File: src/rtl/stdp_pkg.sv
// Shared types and widths for the STDP weight updater and its arithmetic helper.
package stdp_pkg;

  localparam int SYN_ADDR_W = 16;
  localparam int SYN_DATA_W = 32;
  localparam int WEIGHT_W   = 8;
  localparam int DT_W       = 4;
  localparam int UPD_ADDR_W = 7;
  localparam int CNT_W      = 2;

  typedef enum logic [2:0] {
    IDLE = 3'd0,
    RD   = 3'd1,
    CALC = 3'd2,
    WR   = 3'd3,
    DONE = 3'd4
  } state_e;

endpackage

File: src/rtl/stdp_delta_calc.sv
// Combinational STDP step: delta = base >> dt, then add/subtract with clipping to [W_MIN, W_MAX].
module stdp_delta_calc
  import stdp_pkg::*;
#(
  parameter logic [WEIGHT_W-1:0] A_PLUS  = 8'd16,
  parameter logic [WEIGHT_W-1:0] A_MINUS = 8'd12,
  parameter logic [WEIGHT_W-1:0] W_MAX   = 8'd255,
  parameter logic [WEIGHT_W-1:0] W_MIN   = 8'd0
) (
  input  logic [WEIGHT_W-1:0] w,
  input  logic                ltp,
  input  logic [DT_W-1:0]     dt,
  output logic [WEIGHT_W-1:0] new_w,
  output logic                sat
);

  logic [WEIGHT_W-1:0] delta_s;
  logic [WEIGHT_W:0]   sum_s;
  logic [WEIGHT_W:0]   floor_s;

  // Shift the base step and clip the result; 9-bit sums keep the carry visible.
  always_comb begin
    delta_s = (ltp ? A_PLUS : A_MINUS) >> dt;
    sum_s   = {1'b0, w} + {1'b0, delta_s};
    floor_s = {1'b0, W_MIN} + {1'b0, delta_s};
    new_w   = w;
    sat     = 1'b0;
    if (ltp) begin
      if (sum_s > {1'b0, W_MAX}) begin
        new_w = W_MAX;
        sat   = 1'b1;
      end else begin
        new_w = sum_s[WEIGHT_W-1:0];
        sat   = 1'b0;
      end
    end else begin
      if ({1'b0, w} < floor_s) begin
        new_w = W_MIN;
        sat   = 1'b1;
      end else begin
        new_w = w - delta_s;
        sat   = 1'b0;
      end
    end
  end

endmodule

File: src/rtl/stdp_weight_updater.sv
// Read-modify-write initiator for one synapse weight byte per STDP update request.
module stdp_weight_updater
  import stdp_pkg::*;
#(
  parameter logic [WEIGHT_W-1:0] A_PLUS  = 8'd16,
  parameter logic [WEIGHT_W-1:0] A_MINUS = 8'd12,
  parameter logic [WEIGHT_W-1:0] W_MAX   = 8'd255,
  parameter logic [WEIGHT_W-1:0] W_MIN   = 8'd0,
  parameter logic [DT_W-1:0]     DT_WIN  = 4'd8,
  parameter int                  RD_LAT  = 2,
  parameter int                  WR_HOLD = 2
) (
  input  logic                  clk,
  input  logic                  rst,
  input  logic                  upd_valid,
  output logic                  upd_ready,
  input  logic [UPD_ADDR_W-1:0] upd_addr,
  input  logic                  upd_ltp,
  input  logic [DT_W-1:0]       upd_dt,
  output logic [SYN_ADDR_W-1:0] syn_addr,
  output logic [SYN_DATA_W-1:0] syn_wdata,
  output logic                  syn_r_en,
  output logic                  syn_w_en,
  input  logic [WEIGHT_W-1:0]   syn_weight_in,
  output logic                  upd_done,
  output logic                  upd_sat,
  output logic                  busy
);

  state_e                state_r, state_s;
  logic [CNT_W-1:0]      cnt_r;
  logic [UPD_ADDR_W-1:0] addr_r;
  logic                  ltp_r;
  logic [DT_W-1:0]       dt_r;
  logic                  sat_r;
  logic                  accept_s;
  logic [UPD_ADDR_W-1:0] cur_addr_s;
  logic [WEIGHT_W-1:0]   new_w_s;
  logic                  calc_sat_s;
  logic                  ready_s, busy_s, r_en_s, w_en_s, done_s, sat_s;
  logic [SYN_ADDR_W-1:0] addr_s;
  logic [SYN_DATA_W-1:0] wdata_s;

  // upd_ready is high exactly in IDLE, so a valid request in IDLE is accepted.
  assign accept_s   = (state_r == IDLE) && upd_valid;
  assign cur_addr_s = (state_r == IDLE) ? upd_addr : addr_r;

  stdp_delta_calc #(
    .A_PLUS (A_PLUS),
    .A_MINUS(A_MINUS),
    .W_MAX  (W_MAX),
    .W_MIN  (W_MIN)
  ) u_delta_calc (
    .w    (syn_weight_in),
    .ltp  (ltp_r),
    .dt   (dt_r),
    .new_w(new_w_s),
    .sat  (calc_sat_s)
  );

  // State register, per-state hold counter and captured request fields.
  always_ff @(posedge clk or posedge rst) begin
    if (rst) begin
      state_r <= IDLE;
      cnt_r   <= {CNT_W{1'b0}};
      addr_r  <= {UPD_ADDR_W{1'b0}};
      ltp_r   <= 1'b0;
      dt_r    <= {DT_W{1'b0}};
      sat_r   <= 1'b0;
    end else begin
      state_r <= state_s;
      if (state_s != state_r) cnt_r <= {CNT_W{1'b0}};
      else                    cnt_r <= cnt_r + CNT_W'(1);
      if (accept_s) begin
        addr_r <= upd_addr;
        ltp_r  <= upd_ltp;
        dt_r   <= upd_dt;
      end
      if (state_r == CALC) sat_r <= calc_sat_s;
    end
  end

  // Next-state logic.
  always_comb begin
    state_s = state_r;
    case (state_r)
      IDLE: begin
        if (upd_valid) state_s = (upd_dt >= DT_WIN) ? DONE : RD;
        else           state_s = IDLE;
      end
      RD: begin
        if (cnt_r == CNT_W'(RD_LAT - 1)) state_s = CALC;
        else                             state_s = RD;
      end
      CALC: state_s = WR;
      WR: begin
        if (cnt_r == CNT_W'(WR_HOLD - 1)) state_s = DONE;
        else                              state_s = WR;
      end
      DONE:    state_s = IDLE;
      default: state_s = IDLE;
    endcase
  end

  // Output decode from the next state, so the registered outputs line up with the state they belong to.
  always_comb begin
    ready_s = 1'b0;
    busy_s  = 1'b0;
    r_en_s  = 1'b0;
    w_en_s  = 1'b0;
    done_s  = 1'b0;
    sat_s   = 1'b0;
    addr_s  = {SYN_ADDR_W{1'b0}};
    wdata_s = {SYN_DATA_W{1'b0}};
    case (state_s)
      IDLE: ready_s = 1'b1;
      RD: begin
        busy_s = 1'b1;
        r_en_s = 1'b1;
        addr_s = {{(SYN_ADDR_W-UPD_ADDR_W){1'b0}}, cur_addr_s};
      end
      CALC: begin
        busy_s = 1'b1;
        addr_s = {{(SYN_ADDR_W-UPD_ADDR_W){1'b0}}, cur_addr_s};
      end
      WR: begin
        busy_s  = 1'b1;
        w_en_s  = 1'b1;
        addr_s  = {{(SYN_ADDR_W-UPD_ADDR_W){1'b0}}, cur_addr_s};
        wdata_s = (state_r == CALC) ? {{(SYN_DATA_W-WEIGHT_W){1'b0}}, new_w_s} : syn_wdata;
      end
      DONE: begin
        busy_s = 1'b1;
        done_s = 1'b1;
        sat_s  = (state_r == WR) ? sat_r : 1'b0;
      end
      default: ready_s = 1'b0;
    endcase
  end

  // Registered outputs; reset drops any in-flight enable immediately.
  always_ff @(posedge clk or posedge rst) begin
    if (rst) begin
      upd_ready <= 1'b1;
      busy      <= 1'b0;
      syn_r_en  <= 1'b0;
      syn_w_en  <= 1'b0;
      upd_done  <= 1'b0;
      upd_sat   <= 1'b0;
      syn_addr  <= {SYN_ADDR_W{1'b0}};
      syn_wdata <= {SYN_DATA_W{1'b0}};
    end else begin
      upd_ready <= ready_s;
      busy      <= busy_s;
      syn_r_en  <= r_en_s;
      syn_w_en  <= w_en_s;
      upd_done  <= done_s;
      upd_sat   <= sat_s;
      syn_addr  <= addr_s;
      syn_wdata <= wdata_s;
    end
  end

endmodule

File: config.mk
export PLATFORM = sky130hd
export DESIGN_NAME = stdp_weight_updater
export DESIGN_NICKNAME = d
export VERILOG_FILES = /design/src/rtl/stdp_pkg.sv /design/src/rtl/stdp_delta_calc.sv /design/src/rtl/stdp_weight_updater.sv
export SDC_FILE = /design/constraint.sdc
export NUM_CORES = 1
export LEC_CHECK = 0
export BUFFER_PORTS_ARGS = -buffer_cell sky130_fd_sc_hd__buf_4
export CORE_AREA = 2 2 77 79
export DETAILED_ROUTE_END_ITERATION = 7
export DIE_AREA = 0 0 79 81
export PLACE_DENSITY = 0.82
export SETUP_SLACK_MARGIN = 0.5
export SYNTH_ARGS = -nofsm -noshare
export SYNTH_HDL_FRONTEND = slang
export SYNTH_SLANG_ARGS = --single-unit
File: constraint.sdc
create_clock -name clk -period 2.8 [get_ports clk]
set_clock_uncertainty 0.2 [all_clocks]
set_input_delay 0.56 -clock clk [delete_from_list [all_inputs] [get_ports clk]]
set_output_delay 0.56 -clock clk [all_outputs]
set_load 0.02 [all_outputs]
==> results of run 1 <==
==> final cells by class <==
cell class / instances / area share [%]
Clock buffer: 6 / 2.23
Clock inverter: 2 / 1.85
Inverter: 18 / 2.08
Multi-Input combinational cell: 188 / 44.3
Sequential cell: 39 / 30.1
Tap cell: 75 / 2.88
Timing Repair Buffer: 70 / 16.6
==> layer usage <==
layer | share of wire (%) | wire, um | vias up
met4 | 0.62 | 33 | 0
met1 | 42 | 2260 | 931
met5 | 0 | 0 | -
li1 | - | - | 963
met3 | 6.6 | 350 | 4
met2 | 51 | 2700 | 80
==> worst reg2reg max path: stages, from the launching register on <==
cell and delay [ns]:
dfrtp_2 0.45, ha_4 0.17, nor2b_4 0.12, a21oi_2 0.15
nor2_2 0.06, ha_2 0.18, inv_2 0.05, fa_2 0.19
a211o_1 0.13, o211ai_2 0.11, buf_6 0.16, a31o_1 0.21
o311a_1 0.35, o41ai_2 0.21
==> per-stage QoR <==
stage	util [%]	TNS, ns	std cells	power (mW)	setup WS [ns]
global route	57.3	-0.735	398	3.79	-0.152
floorplan	-	0	289	2.25	0.0291
finish	57.3	-0.0795	398	3.52	-0.0285
global placement	52.1	-0.0132	381	2.70	-0.0102
detailed placement	52.1	-0.163	381	2.74	-0.0560
CTS	56.7	-0.0841	396	3.46	-0.0438
==> what timing repair did <==
action,4_1_cts,5_1_grt
buffers inserted,7,2
hold endpoints to repair,0,0
cloned,0,0
gates resized for setup,16,5
pin swaps,16,10
setup endpoints to repair,9,18
==> registers in the layout (all words and copies together) (netlist names) <==
name       count
syn_wdata      8
addr_r         7
syn_addr       7
dt_r           4
state_r        3
cnt_r          2
busy           1
ltp_r          1
sat_r          1
syn_r_en       1
syn_w_en       1
upd_done       1
upd_ready      1
upd_sat        1
==> path summary, 6_finish.rpt <==
| kind | startpoint | end | cells past startpoint |
|---|---|---|---|
| max | ltp_r | syn_wdata[5] | 13 |
| max reg2reg | ltp_r | syn_wdata[5] | 13 |
| min | rst | addr_r[2] | 3 |
| min reg2reg | cnt_r[0] | cnt_r[0] | 1 |
| min in group clk | cnt_r[0] | cnt_r[0] | 1 |
| max in group asynchronous | rst | upd_ready | 3 |
==> synth_stat cells (all sizes together) (5+ instances only) <==
| master | instances |
|---|---|
| a21oi | 14 |
| nand2 | 12 |
| o21ai | 9 |
| dfrtp | 38 |
| mux2i | 7 |
| a211o | 5 |
| inv | 18 |
| buf | 41 |
| mux2 | 11 |
| nor2 | 21 |
| ha | 13 |
==> cell families after synthesis <==
| group | Yosys count |
|---|---|
| flip-flops | 39 |
| AND/OR/NAND/NOR | 63 |
| XOR/XNOR | 4 |
| multiplexers | 18 |
| AO/OA/AOI/OAI | 55 |
| other | 1 |
| adder cells (fa/ha/maj) | 15 |
| buffers and inverters | 62 |
==> power by group <==
group          leakage, nW  switching (mW)  total, mW  internal, mW
combinational         1.05            1.03       1.95         0.921
sequential           0.488           0.196       1.01         0.818
clock               0.0654           0.200      0.556         0.356
total                 1.60            1.43       3.52          2.10
==> qor.yml, run 1 <==
status:
  status: "complete, but fails checks"
  violations: "negative setup slack"
placement:
  place.gp.congestion: 0.874
  dpl_cell_area_um2: 2950
  hpwl_mm: 3.93
  portBuffers: 43
clock_tree:
  cts.sinks: 39
  cts_tree: "yes"
  clock_tree.buffer_depth: 2
  cts_root_buf: "clkbuf_8"
  numCtsBuffers: 5
  h-tree-depth: 2
  cts.hold.buffers_added: 0
  clk_latency_ns: 0.29
  clk_pin_slew_ns: 0.07
floorplanning:
  core_area_um2: 5680
  pin_count: 77
  die_h_um: 81
  die_x_um: 79
  num_rows: 28
  initial_core_util_pct: 45.1
  fp.dieArea_um2: 6400
yosys:
  synth-compound-area-share_pct: 16.6
  synth_mux_area_share_pct: 7.58
  avgSynthCellArea_um2: 9.96
  synth_seq_cells: 39
  yosysSeqAreaShare_pct: 38.2
  synth-simple-area-share_pct: 12.9
  yosys_most_used_dff: "dfrtp_1"
  synth_edf_count: 0
  syn_area_um2: 2560
  yosysUniqueCellTypes: 55
  ys_warn_count: 0
  yosys.area_share.adder_pct: 7.92
  synthTopCellsByArea: "dfrtp_1 (37%), buf_4 (11%), ha_1 (6.4%)"
  synth_xor_area_share_pct: 1.37
  async_reset_ff_share_pct: 100
  synth_top_area_share_pct: 37.2
  synth_top_area_cell: "dfrtp_1"
  synth_top_family_by_area: "compound AO/OA/AOI/OAI gates"
  synthCells: 257
power:
  power_density_nw_per_um2: 1080
  vdd_drop_max_mv: 0.458
  p_leak_nw: 1.60
timing:
  rsz0062_at_grt: "true"
  slew_viol_final: 0
  relSlewSlack_pct: 52.8
  setup_viol: 4
  layout_setup_ws_ns: -0.0285
  layout_worst_path_cycle_share_pct: 101
  max_slew.worst_pin.slew_ns: 0.701
  max_freq_mhz: 354
  min_period_ns: 2.83
  hold_violations: 0
  timing.hold.ws_ns: 0.182
setup_path:
  crit_family: "compound AO/OA/AOI/OAI gates"
  cp_data_required_time_ns: 2.79
  critPathArrivalTime_ns: 2.81
  cp_max_fo: 4
  crit_type: "register to register"
  cp-start-kind: "register"
  path_cells: "ha_4 > nor2b_4 > a21oi_2 > nor2_2 > ha_2 > inv_2 > fa_2 > a211o_1 > o211ai_2 > buf_6 > a31o_1 > o311a_1 > o41ai_2"
  rrSetupSlack_ns: -0.03
  worst_path_max_delay_cell: "dfrtp_2"
  worst-path-buf-inv: 2
  max_stage_delay_ns: 0.45
  endpoint_kind: "register"
final_layout:
  drive_above_1_share_pct: 34.1
  fillers: 500
  mostFrequentLayoutCell: "buf_4"
  multi_input_area_um2: 1440
  final_cell_mix: "buf_4 (66), dfrtp_1 (37), conb_1 (33), nor2_1 (19), inv_1 (14)"
  antennaDiodeCount: 0
  nets: 360
  register_area_um2: 978
  syn_to_final_growth_pct: 27.1
  design_area_um2: 3250
grt:
  grt_util_met1_pct: 22.5
  use_met2_pct: 30.7
  track_usage_pct: 17.9
  first_global_vias: 1952
  grt.overflow.total: 0
  grtUsageMet3_pct: 4.22
  grt_max_degree: 40
  grt_pass1_wl_mm: 8.99
  antenna_found_initial: 0
  gr-max-usage-layer: "met2"
drt:
  routed_wl_mm: 5.34
  ant_nets: 0
  wl_per_cell_um: 13.4
  firstDrtPassIters: 5
  drc_errors: 0
  via_count: 1978
  vias_per_cell: 4.97
  drtIter0Drc: 148
worst_hold_path:
  hold_path_class: "input pin to async pin"
job:
  cap_violations: 0
Power figures use the tool's default switching activity.
==> inputs of run 2 (changes only) <==
--- a/config.mk
+++ b/config.mk
@@ -6,9 +6,9 @@
 export NUM_CORES = 1
 export LEC_CHECK = 0
 export BUFFER_PORTS_ARGS = -buffer_cell sky130_fd_sc_hd__buf_4
-export CORE_AREA = 2 2 77 79
+export CORE_AREA = 3 3 78 80
 export DETAILED_ROUTE_END_ITERATION = 7
-export DIE_AREA = 0 0 79 81
+export DIE_AREA = 0 0 81 83
 export PLACE_DENSITY = 0.82
 export SETUP_SLACK_MARGIN = 0.5
 export SYNTH_ARGS = -nofsm -noshare
==> run 2 against run 1 <==
Final cell count down 0.50%. Via count up 1.3%. Critical path type unchanged. The run still ends with negative setup slack left. Sequential cell count unchanged. Hold slack worse by 0.018 ns. Sequential power about the same. Largest power group unchanged.
==> qor.yml, run 2 (same netlist as run 1, synthesis figures left out) <==
status:
  status: "complete, but fails checks"
  violations: "negative setup slack"
placement:
  dpl_cell_area_um2: 2940  # -0.64%
  place.gp.congestion: 0.884  # +1.2%
  portBuffers: 43  # unchanged
  hpwl_mm: 4.09  # +4.0%
setup_path:
  cp_data_required_time_ns: 2.78  # about the same
  crit_type: "register to register"
  cp-start-kind: "register"
  cp_max_fo: 4  # unchanged
  endpoint_kind: "register"
  critPathArrivalTime_ns: 2.91  # +0.10 ns
  rrSetupSlack_ns: -0.13  # -0.10 ns
final_layout:
  design_area_um2: 3230  # -0.85%
  largest_reg_flops: 8  # unchanged
  antennaDiodeCount: 0  # unchanged
  largest-register: "syn_wdata"
  syn_to_final_growth_pct: 26.1
  reg.largest.list: "syn_wdata: 8 flops, addr_r: 7 flops, syn_addr: 7 flops"
  mostFrequentLayoutCell: "buf_4"
  final_cell_mix: "buf_4 (69), dfrtp_1 (37), conb_1 (33), nor2_1 (19), inv_1 (14)"
  drive_above_1_share_pct: 33.6  # -0.41 points
  nets: 361  # +0.28%
grt:
  first_global_vias: 1991  # +2.0%
  antenna_found_initial: 0  # unchanged
  track_usage_pct: 17.7  # -0.21 points
  grt.overflow.total: 0  # unchanged
  grt_max_degree: 40  # unchanged
  grt_pass1_wl_mm: 9.42  # +4.8%
clock_tree:
  clock_tree.buffer_depth: 2  # unchanged
  numCtsBuffers: 5  # unchanged
  clk_pin_slew_ns: 0.08  # about the same
  cts_tree: "yes"
  cts.sinks: 39  # unchanged
  cts_root_buf: "clkbuf_8"
  clk_latency_ns: 0.30  # about the same
  cts.hold.buffers_added: 0  # unchanged
  h-tree-depth: 2  # unchanged
power:
  vdd_drop_max_mv: 0.577  # +26%
  p_seq_share_pct: 29.7  # +0.9 points
  p_leak_nw: 1.59  # -0.77%
  design_power_total_mw: 3.43  # -2.7%
  p_clk_share_pct: 13.6  # -2.2 points
  p_sw_share_pct: 41.6  # +1.2 points
  power_density_nw_per_um2: 1060  # -1.9%
  p_int_mw: 2.00  # -4.6%
  combPwrFrac_pct: 56.6  # +1.2 points
  netSwitchingPower_mw: 1.43  # about the same
drt:
  drtIter0Drc: 85  # -43%
  via_count: 2004  # +1.3%
  firstDrtPassIters: 4  # -1
  drc_errors: 0  # unchanged
  ant_nets: 0  # unchanged
  wl_per_cell_um: 14.4  # +7.7%
  vias_per_cell: 5.06  # +1.8%
  routed_wl_mm: 5.72  # +7.1%
timing:
  layout_worst_path_cycle_share_pct: 105  # +3.5 points
  relSlewSlack_pct: 48.4  # -4.4 points
  slew_viol_final: 0  # unchanged
  min_period_ns: 2.93  # +0.0982 ns
  layout_setup_ws_ns: -0.127  # -0.0982 ns
  setup_viol: 8  # +4
  hold_violations: 0  # unchanged
  rsz0062_at_grt: "true"
  tns_ns: -0.568  # -0.488 ns
  max_slew.worst_pin.slew_ns: 0.767  # +0.0659 ns
  max_freq_mhz: 342  # -3.4%
floorplanning:
  num_rows: 27  # -3.6%
  fp.dieArea_um2: 6720  # +5.1%
  core_area_um2: 5470  # -3.6%
  die_x_um: 81  # +2.5%
  initial_core_util_pct: 46.8  # +1.7 points
  die_h_um: 83  # +2.5%
  pin_count: 77  # unchanged
worst_hold_path:
  hold_path_class: "input pin to async pin"
job:
  cap_violations: 0  # unchanged
## run 2: area by class of cell
type | count | area (um^2)
Multi-Input combinational cell | 188 | 1440
Timing Repair Buffer | 71 | 541
Sequential cell | 39 | 978
Clock inverter | 2 | 37.5
Fill cell | 467 | 2250
Tap cell | 72 | 90.1
Clock buffer | 6 | 72.6
Inverter | 18 | 67.6
## run 2: power groups by stage
stage | Sequential [mW] | Clock, mW | Combinational, mW
2_1_floorplan | 1.09 | 0 | 1.16
3_3_place_gp | 1.00 | 0 | 1.68
3_5_place_dp | 1.01 | 0 | 1.73
4_1_cts | 1.02 | 0.474 | 1.88
5_1_grt | 1.05 | 0.504 | 2.13
6_report | 1.02 | 0.467 | 1.94
## run 2: through the flow
| step | hold slack [ns] | cells | utilization, % | setup WS [ns] |
|---|---|---|---|---|
| floorplan | 0.208 | 289 | - | 0.0291 |
| global placement | 0.218 | 376 | 53.6 | -0.0194 |
| detailed placement | 0.232 | 376 | 53.6 | -0.101 |
| CTS | 0.190 | 392 | 58.3 | -0.0866 |
| global route | 0.224 | 396 | 58.9 | -0.266 |
| finish | 0.165 | 396 | 58.9 | -0.127 |
## run 2: path summary, 6_finish.rpt
kind                           from           end  cells past startpoint
max in group asynchronous       rst     upd_ready                      3
max reg2reg                   ltp_r  syn_wdata[6]                     14
min reg2reg                cnt_r[0]      cnt_r[0]                      1
max                           ltp_r  syn_wdata[6]                     14
min                             rst       dt_r[2]                      3
min in group clk           cnt_r[0]      cnt_r[0]                      1
## run 2: what timing repair did
action                                  in CTS  in global routing
pin swaps                                    8                 11
cloned                                       0                  0
buffers inserted                             8                  4
gates resized for setup                     14                  2
hold endpoints to repair                     0                  0
endpoints found under the setup margin       9                  9
## run 2: worst max-delay path: stages, from the launching register on
cell	delay [ns]
dfrtp_2	0.46
ha_4	0.18
nor2b_4	0.13
a21oi_2	0.15
nor2_2	0.06
ha_2	0.21
inv_2	0.06
fa_2	0.22
o21bai_4	0.07
a211o_1	0.35
buf_4	0.16
buf_4	0.12
a21oi_1	0.14
o21ai_1	0.07
a32o_1	0.24
## run 2: metal layers
layer  vias up  part of all wire [%]  track usage [%]
met3        17                   8.0             5.21
li1        959                     -                -
met4         0                   1.9             5.22
met1       938                    40             21.8
met5         -                     0                0
met2        90                    50             29.5
==> inputs of run 3 (changes only) <==
--- a/config.mk
+++ b/config.mk
@@ -6,11 +6,12 @@
 export NUM_CORES = 1
 export LEC_CHECK = 0
 export BUFFER_PORTS_ARGS = -buffer_cell sky130_fd_sc_hd__buf_4
-export CORE_AREA = 3 3 78 80
+export CORE_AREA = 3 3 60 104
 export DETAILED_ROUTE_END_ITERATION = 7
-export DIE_AREA = 0 0 81 83
-export PLACE_DENSITY = 0.82
+export DIE_AREA = 0 0 63 107
+export PLACE_DENSITY = 0.81
 export SETUP_SLACK_MARGIN = 0.5
+export SKIP_LAST_GASP = 1
 export SYNTH_ARGS = -nofsm -noshare
 export SYNTH_HDL_FRONTEND = slang
 export SYNTH_SLANG_ARGS = --single-unit
==> run 3 against run 2 <==
The flow still finishes with violations (negative setup slack). Final cell count decreased by 0.25%. Worst setup slack better by 0.056 ns. Core utilization shrank 1.4 points. Global-route usage is 0.21 points lower. Clock power rose by 18%. Non-clock buffer count shrank 5. Critical path depth is 4 lower.
==> qor.yml, run 3 (same netlist as run 1, synthesis figures left out) <==
timing:
  layout_setup_ws_ns: -0.0708  # +0.0560 ns
  layout_worst_path_cycle_share_pct: 103  # -2.0 points
  tns_ns: -0.113  # +0.455 ns
  setup_viol: 2  # -6
  slew_viol_final: 0  # unchanged
  min_period_ns: 2.87  # -0.0560 ns
  max_slew.worst_pin.slew_ns: 0.588  # -0.178 ns
  hold_violations: 0  # unchanged
  rsz0062_at_grt: "true"
  relSlewSlack_pct: 60.8  # +12 points
  max_freq_mhz: 348  # +1.9%
floorplanning:
  pin_count: 77  # unchanged
  die_x_um: 63  # -22%
  initial_core_util_pct: 46.2  # -0.57 points
  fp.dieArea_um2: 6740  # +0.27%
  core_area_um2: 5540  # +1.2%
  die_h_um: 107  # +29%
  num_rows: 36  # +33%
drt:
  wl_per_cell_um: 14.4  # -0.27%
  vias_per_cell: 5.01  # -1.0%
  drtIter0Drc: 55  # -35%
  drc_errors: 0  # unchanged
  firstDrtPassIters: 4  # unchanged
  routed_wl_mm: 5.69  # -0.52%
  via_count: 1978  # -1.3%
  ant_nets: 0  # unchanged
grt:
  first_global_vias: 1982  # -0.45%
  grt_pass1_wl_mm: 9.18  # -2.6%
  track_usage_pct: 17.5  # -0.21 points
  antenna_found_initial: 0  # unchanged
  grt.overflow.total: 0  # unchanged
  grt_max_degree: 40  # unchanged
placement:
  dpl_cell_area_um2: 2960  # +0.68%
  place.gp.congestion: 0.971  # +9.8%
  dp.cells: 382  # +1.6%
  portBuffers: 43  # unchanged
  hpwl_mm: 4.39  # +7.4%
setup_path:
  crit_family: "compound AO/OA/AOI/OAI gates"
  critPathLaunch: "ltp_r"
  endpoint_kind: "register"
  max_stage_delay_ns: 0.43  # -0.03 ns
  path_cells: "inv_2 > ha_1 > mux2_4 > nand2_4 > ha_1 > nor2b_1 > o2111a_1 > or2_1 > o311a_1 > o41ai_2"
  worst-path-buf-inv: 1  # -2
  crit_top_cell: "ha_1"
  cp_max_fo: 4  # unchanged
  worstReg2RegStart: "ltp_r"
  worst_path_max_delay_cell: "dfrtp_2"
  crit_type: "register to register"
  cp_data_required_time_ns: 2.81  # +0.03 ns
  cp-start-kind: "register"
  critPathArrivalTime_ns: 2.88  # -0.03 ns
final_layout:
  reg.largest.list: "syn_wdata: 8 flops, addr_r: 7 flops, syn_addr: 7 flops"
  nets: 356  # -1.4%
  largest_reg_flops: 8  # unchanged
  mostFrequentLayoutCell: "buf_4"
  fin_cells: 395  # -0.25%
  fillers: 500  # +7.1%
  syn_to_final_growth_pct: 24.6
  antennaDiodeCount: 0  # unchanged
  design_area_um2: 3190  # -1.2%
  drive_above_1_share_pct: 32.3  # -1.4 points
  final_util_pct: 57.5  # -1.4 points
  final_cell_mix: "buf_4 (64), dfrtp_1 (37), conb_1 (33), nor2_1 (19), inv_1 (14)"
  largest-register: "syn_wdata"
clock_tree:
  numCtsBuffers: 5  # unchanged
  clk_latency_ns: 0.29  # about the same
  h-tree-depth: 2  # unchanged
  clk_pin_slew_ns: 0.08  # about the same
  cts_root_buf: "clkbuf_8"
  clock_tree.buffer_depth: 2  # unchanged
  cts_tree: "yes"
  cts.sinks: 39  # unchanged
power:
  power_density_nw_per_um2: 1080  # +1.5%
  p_leak_nw: 1.58  # -0.83%
  vdd_drop_max_mv: 0.626  # +8.5%
  design_power_total_mw: 3.43  # +0.28%
worst_hold_path:
  hold_path_class: "input pin to async pin"
status:
  status: "complete, but fails checks"
  violations: "negative setup slack"
job:
  cap_violations: 0  # unchanged
## run 3: cell types whose count changed in the layout (fill, tap and decap cells not counted), sizes merged
cell      change
clkinvlp      -1
buf           -5
bufinv        +1
## run 3: layer usage
metal	routed length [um]	part of all wire (%)	global-route usage, %
met5	0	0	0
met4	208	3.7	9.48
met3	402	7.1	4.51
met2	3050	54	32.5
met1	2040	36	17.2
## run 3: path summary, 6_finish.rpt
| path | endpoint | slack, ns | cells after the start |
|---|---|---|---|
| setup / recovery | syn_wdata[5] | -0.07 | 10 |
| hold reg to reg | cnt_r[0] | 0.24 | 1 |
| setup reg to reg | syn_wdata[5] | -0.07 | 10 |
| min in group clk | cnt_r[0] | 0.24 | 1 |
| hold / removal | syn_addr[0] | 0.16 | 3 |
| max in group asynchronous | upd_ready | 1.86 | 3 |
## run 3: layout make-up
cell class | instances | area (um^2) | area share (%)
tap | 76 | 95.1 | 2.98
multi-input combinational | 188 | 1410 | 44.3
inverter | 18 | 67.6 | 2.12
sequential | 39 | 978 | 30.7
clock inverter | 2 | 60.1 | 1.88
clock buffer | 6 | 72.6 | 2.28
timing repair buffer | 66 | 503 | 15.8
## run 3: power by group
group          switching (mW)  internal [mW]  leakage [nW]
clock network           0.194          0.356        0.0654
logic                    1.01          0.865          1.02
registers               0.193          0.818         0.488
total                    1.39           2.04          1.58
## run 3: repair_timing
item | in CTS | in global routing
hold endpoints to repair | 0 | 0
pin swaps | 17 | 7
resized for setup | 10 | 4
hold buffers | 0 | 0
endpoints found under the setup margin | 9 | 9
buffers inserted | 4 | 1
## run 3: through the flow
stage,hold WS (ns),setup WS [ns]
5_1_grt,0.199,-0.217
6_report,0.161,-0.0708
3_5_place_dp,0.233,-0.0913
3_3_place_gp,0.219,-0.0222
2_1_floorplan,0.208,0.0291
4_1_cts,0.172,-0.0648
## run 3: tightest hold or removal path, cell delays in order
cell and delay (ns):
buf_4 0.11, inv_1 0.04, buf_4 0.40
